$ cat config.mk
export PLATFORM = sky130hd
export DESIGN_NAME = alu_cmd_sequencer
export DESIGN_NICKNAME = d
export VERILOG_FILES = /design/src/rtl/alu_cmd_sequencer.sv
export SDC_FILE = /design/constraint.sdc
export NUM_CORES = 1
export LEC_CHECK = 0
export ABC_CLOCK_PERIOD_IN_PS = 2660
export CORE_UTILIZATION = 60
export CTS_CLUSTER_DIAMETER = 200
export DETAILED_ROUTE_END_ITERATION = 7
export PLACE_DENSITY = 0.82
export SLEW_MARGIN = 20
export SYNTH_ARGS = -nofsm -noshare
export SYNTH_HDL_FRONTEND = slang
export SYNTH_SLANG_ARGS = --single-unit
$ cat constraint.sdc
create_clock -name clk -period 2.66 [get_ports clk]
set_clock_uncertainty 0.2 [all_clocks]
set_input_delay 0.665 -clock clk [delete_from_list [all_inputs] [get_ports clk]]
set_output_delay 0.665 -clock clk [all_outputs]
set_load 0.01 [all_outputs]
$ cat src/rtl/alu_cmd_sequencer.sv
// alu_cmd_sequencer: command-side initiator for the external 16-bit
// combinational ALU. Reads operands from the internal register file, drives
// registered ALU inputs, captures the result, writes it back and returns it
// over a valid/ready response channel. Issue interval is three cycles:
// IDLE (accept) -> EXEC (ALU settles) -> RESP (handshake).
module alu_cmd_sequencer #(
  parameter int DW = 16,
  parameter int AW = 3
) (
  input  logic          clk,
  input  logic          rst_n,
  input  logic          cmd_valid,
  output logic          cmd_ready,
  input  logic [2:0]    cmd_op,
  input  logic [AW-1:0] cmd_rd,
  input  logic [AW-1:0] cmd_ra,
  input  logic [AW-1:0] cmd_rb,
  input  logic [DW-1:0] cmd_imm,
  output logic [DW-1:0] alu_in0,
  output logic [DW-1:0] alu_in1,
  output logic [2:0]    alu_op,
  input  logic [DW-1:0] alu_out,
  output logic          rsp_valid,
  input  logic          rsp_ready,
  output logic [DW-1:0] rsp_data,
  output logic          rsp_zero
);

  localparam int NREG = 1 << AW;

  localparam logic [1:0] IDLE = 2'd0;
  localparam logic [1:0] EXEC = 2'd1;
  localparam logic [1:0] RESP = 2'd2;

  localparam logic [2:0] OP_LDI = 3'b111;

  logic [1:0]    state_q, state_d;
  logic [DW-1:0] rf_q [NREG];
  logic [DW-1:0] rf_d [NREG];
  logic [DW-1:0] alu_in0_q, alu_in0_d;
  logic [DW-1:0] alu_in1_q, alu_in1_d;
  logic [2:0]    alu_op_q, alu_op_d;
  logic [AW-1:0] rd_q, rd_d;
  logic [DW-1:0] imm_q, imm_d;
  logic          rsp_valid_q, rsp_valid_d;
  logic [DW-1:0] rsp_data_q, rsp_data_d;
  logic          rsp_zero_q, rsp_zero_d;

  logic [DW-1:0] opnd_a, opnd_b;
  logic [DW-1:0] result;

  // r0 is hard-wired to zero on the read side; writes to it are also dropped.
  assign opnd_a = (cmd_ra == '0) ? '0 : rf_q[cmd_ra];
  assign opnd_b = (cmd_rb == '0) ? '0 : rf_q[cmd_rb];

  // Load-immediate bypasses the ALU; every other opcode takes the ALU result.
  assign result = (alu_op_q == OP_LDI) ? imm_q : alu_out;

  assign cmd_ready = (state_q == IDLE);
  assign alu_in0   = alu_in0_q;
  assign alu_in1   = alu_in1_q;
  assign alu_op    = alu_op_q;
  assign rsp_valid = rsp_valid_q;
  assign rsp_data  = rsp_data_q;
  assign rsp_zero  = rsp_zero_q;

  // Next-state logic: accept, execute/writeback, then hold response until taken.
  always_comb begin
    state_d     = state_q;
    rf_d        = rf_q;
    alu_in0_d   = alu_in0_q;
    alu_in1_d   = alu_in1_q;
    alu_op_d    = alu_op_q;
    rd_d        = rd_q;
    imm_d       = imm_q;
    rsp_valid_d = rsp_valid_q;
    rsp_data_d  = rsp_data_q;
    rsp_zero_d  = rsp_zero_q;

    case (state_q)
      IDLE: begin
        if (cmd_valid) begin
          alu_in0_d = opnd_a;
          alu_in1_d = opnd_b;
          alu_op_d  = cmd_op;
          rd_d      = cmd_rd;
          imm_d     = cmd_imm;
          state_d   = EXEC;
        end
      end
      EXEC: begin
        // Writeback lands here, ahead of the response handshake, so the next
        // accepted command always reads the updated register without forwarding.
        if (rd_q != '0) begin
          rf_d[rd_q] = result;
        end
        rsp_data_d  = result;
        rsp_zero_d  = (result == '0);
        rsp_valid_d = 1'b1;
        state_d     = RESP;
      end
      RESP: begin
        if (rsp_ready) begin
          rsp_valid_d = 1'b0;
          state_d     = IDLE;
        end
      end
      default: begin
        rsp_valid_d = 1'b0;
        state_d     = IDLE;
      end
    endcase
  end

  // State and datapath registers; reset aborts any in-flight operation.
  always_ff @(posedge clk or negedge rst_n) begin
    if (!rst_n) begin
      state_q     <= IDLE;
      for (int i = 0; i < NREG; i++) begin
        rf_q[i] <= '0;
      end
      alu_in0_q   <= '0;
      alu_in1_q   <= '0;
      alu_op_q    <= '0;
      rd_q        <= '0;
      imm_q       <= '0;
      rsp_valid_q <= 1'b0;
      rsp_data_q  <= '0;
      rsp_zero_q  <= 1'b0;
    end else begin
      state_q     <= state_d;
      for (int i = 0; i < NREG; i++) begin
        rf_q[i] <= rf_d[i];
      end
      alu_in0_q   <= alu_in0_d;
      alu_in1_q   <= alu_in1_d;
      alu_op_q    <= alu_op_d;
      rd_q        <= rd_d;
      imm_q       <= imm_d;
      rsp_valid_q <= rsp_valid_d;
      rsp_data_q  <= rsp_data_d;
      rsp_zero_q  <= rsp_zero_d;
    end
  end

endmodule

==> results of run 1 <==
[worst reg2reg max path: cells and delay by family (launching register included)]
family	cells	cell delay (ns)
AO/OA/AOI/OAI	2	0.40
buffers and inverters	1	0.34
flip-flops	1	0.38
AND/OR/NAND/NOR	2	0.74
[flip-flops by register name, indices dropped and copies added (netlist names)]
signal	count
rf_q	112
alu_in0	16
alu_in1	16
imm_q	16
rsp_data	16
alu_op	3
rd_q	3
state_q	2
rsp_valid	1
rsp_zero	1
[cells by family (layout without fill, tap and decap cells)]
family	Yosys count	count (layout)	synth area share
compound gates	194	194	0.1349
mux	108	108	0.1885
simple gates	226	226	0.1109
buf+inv	61	175	0.03934
flops	186	186	0.5264
[cell type report]
cell class | count | area, µm² | area share
Inverter | 1 | 3.754 | 0.0003503
Tap cell | 180 | 225.2 | 0.02102
Clock buffer | 17 | 425.4 | 0.03970
Clock inverter | 15 | 151.4 | 0.01413
Timing Repair Buffer | 142 | 1413 | 0.1318
Multi-Input combinational cell | 528 | 3842 | 0.3586
Sequential cell | 186 | 4654 | 0.4344
[where the power goes]
part	switching, mW	internal (mW)	total, mW
sequential	1.13	4.27	5.41
combinational	2.16	2.44	4.61
clock	1.22	1.25	2.47
[stage by stage]
stage / hold WS (ns) / setup slack (ns) / cell area [µm²] / std cells / power (mW)
detailed placement: 0.2682 / 0.1095 / 10130 / 1036 / 9.956
finish: 0.2811 / 0.1711 / 10720 / 1069 / 12.49
floorplan: 0.1694 / 0.6399 / 8842 / 775 / 7.915
global route: 0.2946 / 0.09165 / 10720 / 1069 / 13.22
global placement: 0.2608 / 0.2435 / 10130 / 1036 / 9.608
CTS: 0.2849 / 0.1505 / 10720 / 1069 / 12.48
[cell usage in the layout (no fill, tap or decap), drive strengths merged]
master,instances
buf,43
nand2,170
nor2b,32
clkinv,5
clkdlybuf4s50,98
nor4,2
nand2b,1
mux4,32
and2b,2
a221oi,29
clkinvlp,1
a31oi,1
or4,2
nor3b,1
mux2i,25
nor2,5
mux2,51
nand3,5
nor3,4
o31ai,29
dfrtp,186
o41ai,1
clkbuf,17
dlygate4sd3,1
nand4,2
a21boi,1
o21a,1
o21ai,132
inv,10
[how the worst min path moves through the flow]
stage / start / endpoint / slack (ns) / cells past startpoint
finish: rsp_valid$_DFFE_PN0P_ / rsp_valid$_DFFE_PN0P_ / 0.28 / 1
global route: rsp_valid$_DFFE_PN0P_ / rsp_valid$_DFFE_PN0P_ / 0.29 / 1
CTS: alu_in1[4]$_DFFE_PN0P_ / alu_in1[4]$_DFFE_PN0P_ / 0.28 / 2
detailed placement: rsp_valid$_DFFE_PN0P_ / rsp_valid$_DFFE_PN0P_ / 0.27 / 1
global placement: rsp_valid$_DFFE_PN0P_ / rsp_valid$_DFFE_PN0P_ / 0.26 / 1
floorplan: rst_n / alu_in0[0]$_DFFE_PN0P_ / 0.17 / 0
[synth_stat cells (12+ instances only)]
cell,count
mux4_2,17
mux4_1,15
mux2_4,14
mux2i_1,24
dfrtp_1,186
nand2_1,169
mux2_2,37
o21ai_0,128
o31ai_1,29
clkbuf_1,34
buf_2,12
a221oi_1,26
nor2b_1,32
[what timing repair did]
action / 4_1_cts / 5_1_grt
hold buffers: 1 / 0
hold endpoints to repair: 41 / 0
setup endpoints to repair: 0 / 0
[metal layers]
metal	GRT usage	vias up
li1	-	3000
met1	0.3985	3413
met2	0.5307	369
met3	0.07657	57
met4	0.1310	0
met5	0	-
==> flow_metrics.tcl, run 1 <==
set metrics [dict create \
    portBuffers 101 \
    fmax_mhz 401.8 \
    cts_setup_buffers 0 \
    fill_cells 911 \
    slew_headroom 0.5132 \
    fin_crit_ns 2.489 \
    avgSynthCellArea_um2 11.41 \
    cts_tree "done" \
    n_antenna_cell 0 \
    grt_use_total 0.3179 \
    first_iter_violations 598 \
    synth_cell_type_count 37 \
    crit_required_ns 1.79 \
    crit_family "buffers and inverters" \
    finalSetupTns_ns 0 \
    core_area_um2 14150 \
    holdCritPathClass "flip-flop to flip-flop" \
    grt_antenna_before_repair 0 \
    ant_nets 0 \
    cts_buffer_depth 2 \
    async_reset_ff_frac 1.000 \
    drv_cap 0 \
    syn_area_um2 8842 \
    worst_pin_slew_ns 0.7099 \
    start_util 0.6249 \
    p_leak_nw 4.824 \
    grt_first_pass_wirelength_um 35590 \
    cp_slowest_cell "clkdlybuf4s50_1" \
    syn_inst 775 \
    final_layout_size_suffix_gt1_frac 0.1721 \
    critical_path_depth 2 \
    htree_levels 4 \
    critical_path.max_stage_delay_ns 0.57 \
    overflow 0 \
    synth-seq-area-share 0.5264 \
    wirelength_um 22340 \
    reg2reg_depth 5 \
    nets 924 \
    io_pins 102 \
    rsz0062_at_grt "false" \
    status "complete, no violations" \
    die-area_um2 15230 \
    area_growth_pct 21.18 \
    finalMaxSlewViolations 0 \
    r2r-end "rsp_zero$_DFFE_PN0P_" \
    ys_ff_latch 186 \
    top_layer "met4" \
    powerDensity_nw_per_um2 1165 \
    setup.worst_path.class "flip-flop to output port" \
    chipWidth_um 123.4 \
    synth_ff_type "dfrtp_1" \
    grt_pass1_vias 6974 \
    cts_resized 0 \
    wl_met2_um 11320 \
    wl_per_cell_um 20.90 \
    yosys_warnings 0 \
    clkLatencyLatePin_ns 0.44 \
    hpwl_um 14350 \
    reg2reg_from "alu_op[1]$_DFFE_PN0P_" \
    period_share 0.9357 \
    netlist.area_leader.share 0.5264 \
    endpoint "cmd_ready" \
    ir_drop_mv 0.6336 \
    crit_path_end_kind "output port" \
    vias_per_cell 6.398 \
    synth_area_leader_cell "dfrtp_1" \
    startpoint "state_q[0]$_DFFE_PN0P_" \
    die_y_um 123.4 \
    num_rows 43 \
    cts_root_buffer "clkbuf_16" \
    ys_top_cells_by_area "dfrtp_1 (53%), o21ai_0 (7.2%), nand2_1 (7.2%)" \
    crit_buf_inv 1 \
    synth_edf_count 0 \
    startpoint_type "flip-flop" \
    path_cells "nor2_1, clkdlybuf4s50_1" \
    r2r_setup_slack_ns 0.51 \
    place_congestion 0.8000 \
    clkTransAtPathRegs_ns 0.08 \
    wl_met1_um 8783 \
    worstPathArrival_ns 1.62 \
    setup_viol 0 \
    syn_nets 823 \
    numClockSinks 186 \
    drc 0 \
    numCtsBuffers 17 \
    hold_viol 0 \
    worst-path-max-fanout 7 \
    drtPass1Iterations 6 \
    fin_util 0.7573 \
    vias 6839 \
    wl_met3_um 1747 \
    grt_max_degree 65 \
]
Note: power is estimated with default switching activity, not from simulation.
==> inputs of run 2 (changes only) <==
- CORE_UTILIZATION: 60 -> 23
- PLACE_DENSITY: 0.82 -> 0.37
==> run 2 against run 1 <==
Effect of this change:
- die area rose to 2.6 times the previous value
- worst hold slack got worse by 0.00078 ns
- via count fell by 9.5%
- first-iteration DRC count fell by 49%
- critical path type unchanged
- largest cell class unchanged
==> flow_metrics.tcl, run 2 (synthesis gave the netlist of run 1 again) <==
set metrics [dict create \
    intPower_mw 8.027 \
    final_common_cell "dfrtp_1" \
    min_from "rsp_data[3]$_DFFE_PN0P_" \
    grt_antenna_before_repair 0 \
    grt_max_degree 68 \
    htree_levels 4 \
    clkTransAtPathRegs_ns 0.07 \
    place_congestion 0.7268 \
    switching_share 0.3552 \
    place_ws_ns 0.1252 \
    critical_path.max_stage_delay_ns 0.58 \
    most-common-layout-cells "dfrtp_1 (186), nand2_1 (168), o21ai_0 (128)" \
    grt_use_total 0.1452 \
    fmax_mhz 392.1 \
    vias_per_cell 4.387 \
    nets 934 \
    fin_crit_ns 2.550 \
    clkLatencyLatePin_ns 0.43 \
    p_leak_nw 4.863 \
    multi_input_area_um2 3847 \
    chipWidth_um 198.1 \
    startpoint "state_q[0]$_DFFE_PN0P_" \
    grt_first_pass_wirelength_um 42270 \
    finalSetupTns_ns 0 \
    area.sequential_um2 4654 \
    ant_nets 0 \
    status "complete, no violations" \
    reg2reg_from "alu_op[1]$_DFFE_PN0P_" \
    start_util 0.2342 \
    ir_drop_mv 0.4247 \
    comb_power_share 0.366 \
    startpoint_type "flip-flop" \
    portBuffers 101 \
    hpwl_um 18430 \
    die-area_um2 39230 \
    worst_pin_slew_ns 0.4414 \
    worstPathArrival_ns 1.69 \
    fill_cells 3936 \
    p_seq_frac 0.436 \
    finalMaxSlewViolations 0 \
    io_pins 102 \
    cts_buffer_depth 2 \
    overflow 0 \
    cp_slowest_cell "clkdlybuf4s50_1" \
    setup.worst_path.class "flip-flop to output port" \
    layout_setup_ws_ns 0.1096 \
    vias 6186 \
    drv_cap 0 \
    holdCritPathClass "flip-flop to flip-flop" \
    wirelength_um 26950 \
    setup_viol 0 \
    period_share 0.9588 \
    first_iter_violations 306 \
    largest_reg_flops 112 \
    rsz0062_at_grt "false" \
    pwr-share-clk 0.198 \
    worst-path-max-fanout 7 \
    area_growth_pct 26.50 \
    p_sw_mw 4.423 \
    crit_path_end_kind "output port" \
    n_antenna_cell 0 \
    crit_required_ns 1.79 \
    slew_headroom 0.7049 \
    hold_viol 0 \
    core_area_um2 37760 \
    powerDensity_nw_per_um2 1113 \
    cts_tree "done" \
    top_register "rf_q" \
    final_layout_size_suffix_gt1_frac 0.1791 \
    grt_pass1_vias 6425 \
    path_cells "nor2_1, clkdlybuf4s50_1" \
    wl_per_cell_um 19.12 \
    numCtsBuffers 17 \
    numClockSinks 186 \
    cts_root_buffer "clkbuf_16" \
    drtPass1Iterations 5 \
    die_y_um 198.1 \
    cts_resized 0 \
    num_rows 71 \
    drc 0 \
]
## run 2: final timing paths
path	to	slack (ns)	depth (start not counted)
worst min register to register	rsp_data[3]$_DFFE_PN0P_	0.28	2
worst max-delay path	cmd_ready	0.11	2
min in group asynchronous	alu_op[1]$_DFFE_PN0P_	0.51	2
worst min-delay path	rsp_data[3]$_DFFE_PN0P_	0.28	2
worst max register to register	rf_q[47]$_DFFE_PN0P_	0.66	5
max in group asynchronous	rf_q[45]$_DFFE_PN0P_	0.98	4
## run 2: per-stage QoR
step	power [mW]	cells	instance area [µm²]	hold WS, ns	util
3_3_place_gp	10.12	1377	10630	0.2629	0.2814
6_report	12.45	1410	11190	0.2803	0.2963
4_1_cts	12.69	1410	11190	0.2875	0.2963
5_1_grt	13.45	1410	11190	0.3063	0.2963
2_1_floorplan	7.915	775	8842	0.1694	-
3_5_place_dp	10.15	1377	10630	0.2691	0.2814
## run 2: final cells by class
| class | count | area share |
|---|---|---|
| clock buffer | 19 | 0.03870 |
| inverter | 1 | 0.0003356 |
| sequential | 186 | 0.4161 |
| tap | 511 | 0.05716 |
| timing repair buffer | 152 | 0.1332 |
| multi-input combinational | 528 | 0.3440 |
| clock inverter | 13 | 0.01051 |
## run 2: worst max-delay path: cells and delay by family, from the launching register on
family	cells	cell delay (ns)
flops	1	0.44
buf+inv	1	0.58
simple gates	1	0.24
## run 2: repair_timing
item | 4_1_cts | 5_1_grt
setup buffers | 0 | 0
hold buffers | 1 | 0
endpoints found under the hold margin | 37 | 0
## run 2: power by group through the flow
stage / sequential [mW] / combinational (mW) / clock (mW)
global placement: 5.50 / 4.62 / 0
floorplan: 5.24 / 2.68 / 0
detailed placement: 5.50 / 4.66 / 0
global route: 5.65 / 5.13 / 2.67
CTS: 5.46 / 4.66 / 2.57
finish: 5.43 / 4.55 / 2.47
## run 2: routing by layer
metal,vias up,GRT usage,wire (µm)
li1,3023,-,-
met5,-,0,0
met3,10,0.02793,1118
met1,3034,0.1999,13010
met4,0,0.03015,192
met2,119,0.2358,12640
==> inputs of run 3 (changes only) <==
- CORE_MARGIN: default -> 1
- SLEW_MARGIN: 20 -> 40
==> results of run 3 <==
The final DEF is identical to that of run 2; final timing and power are the same.
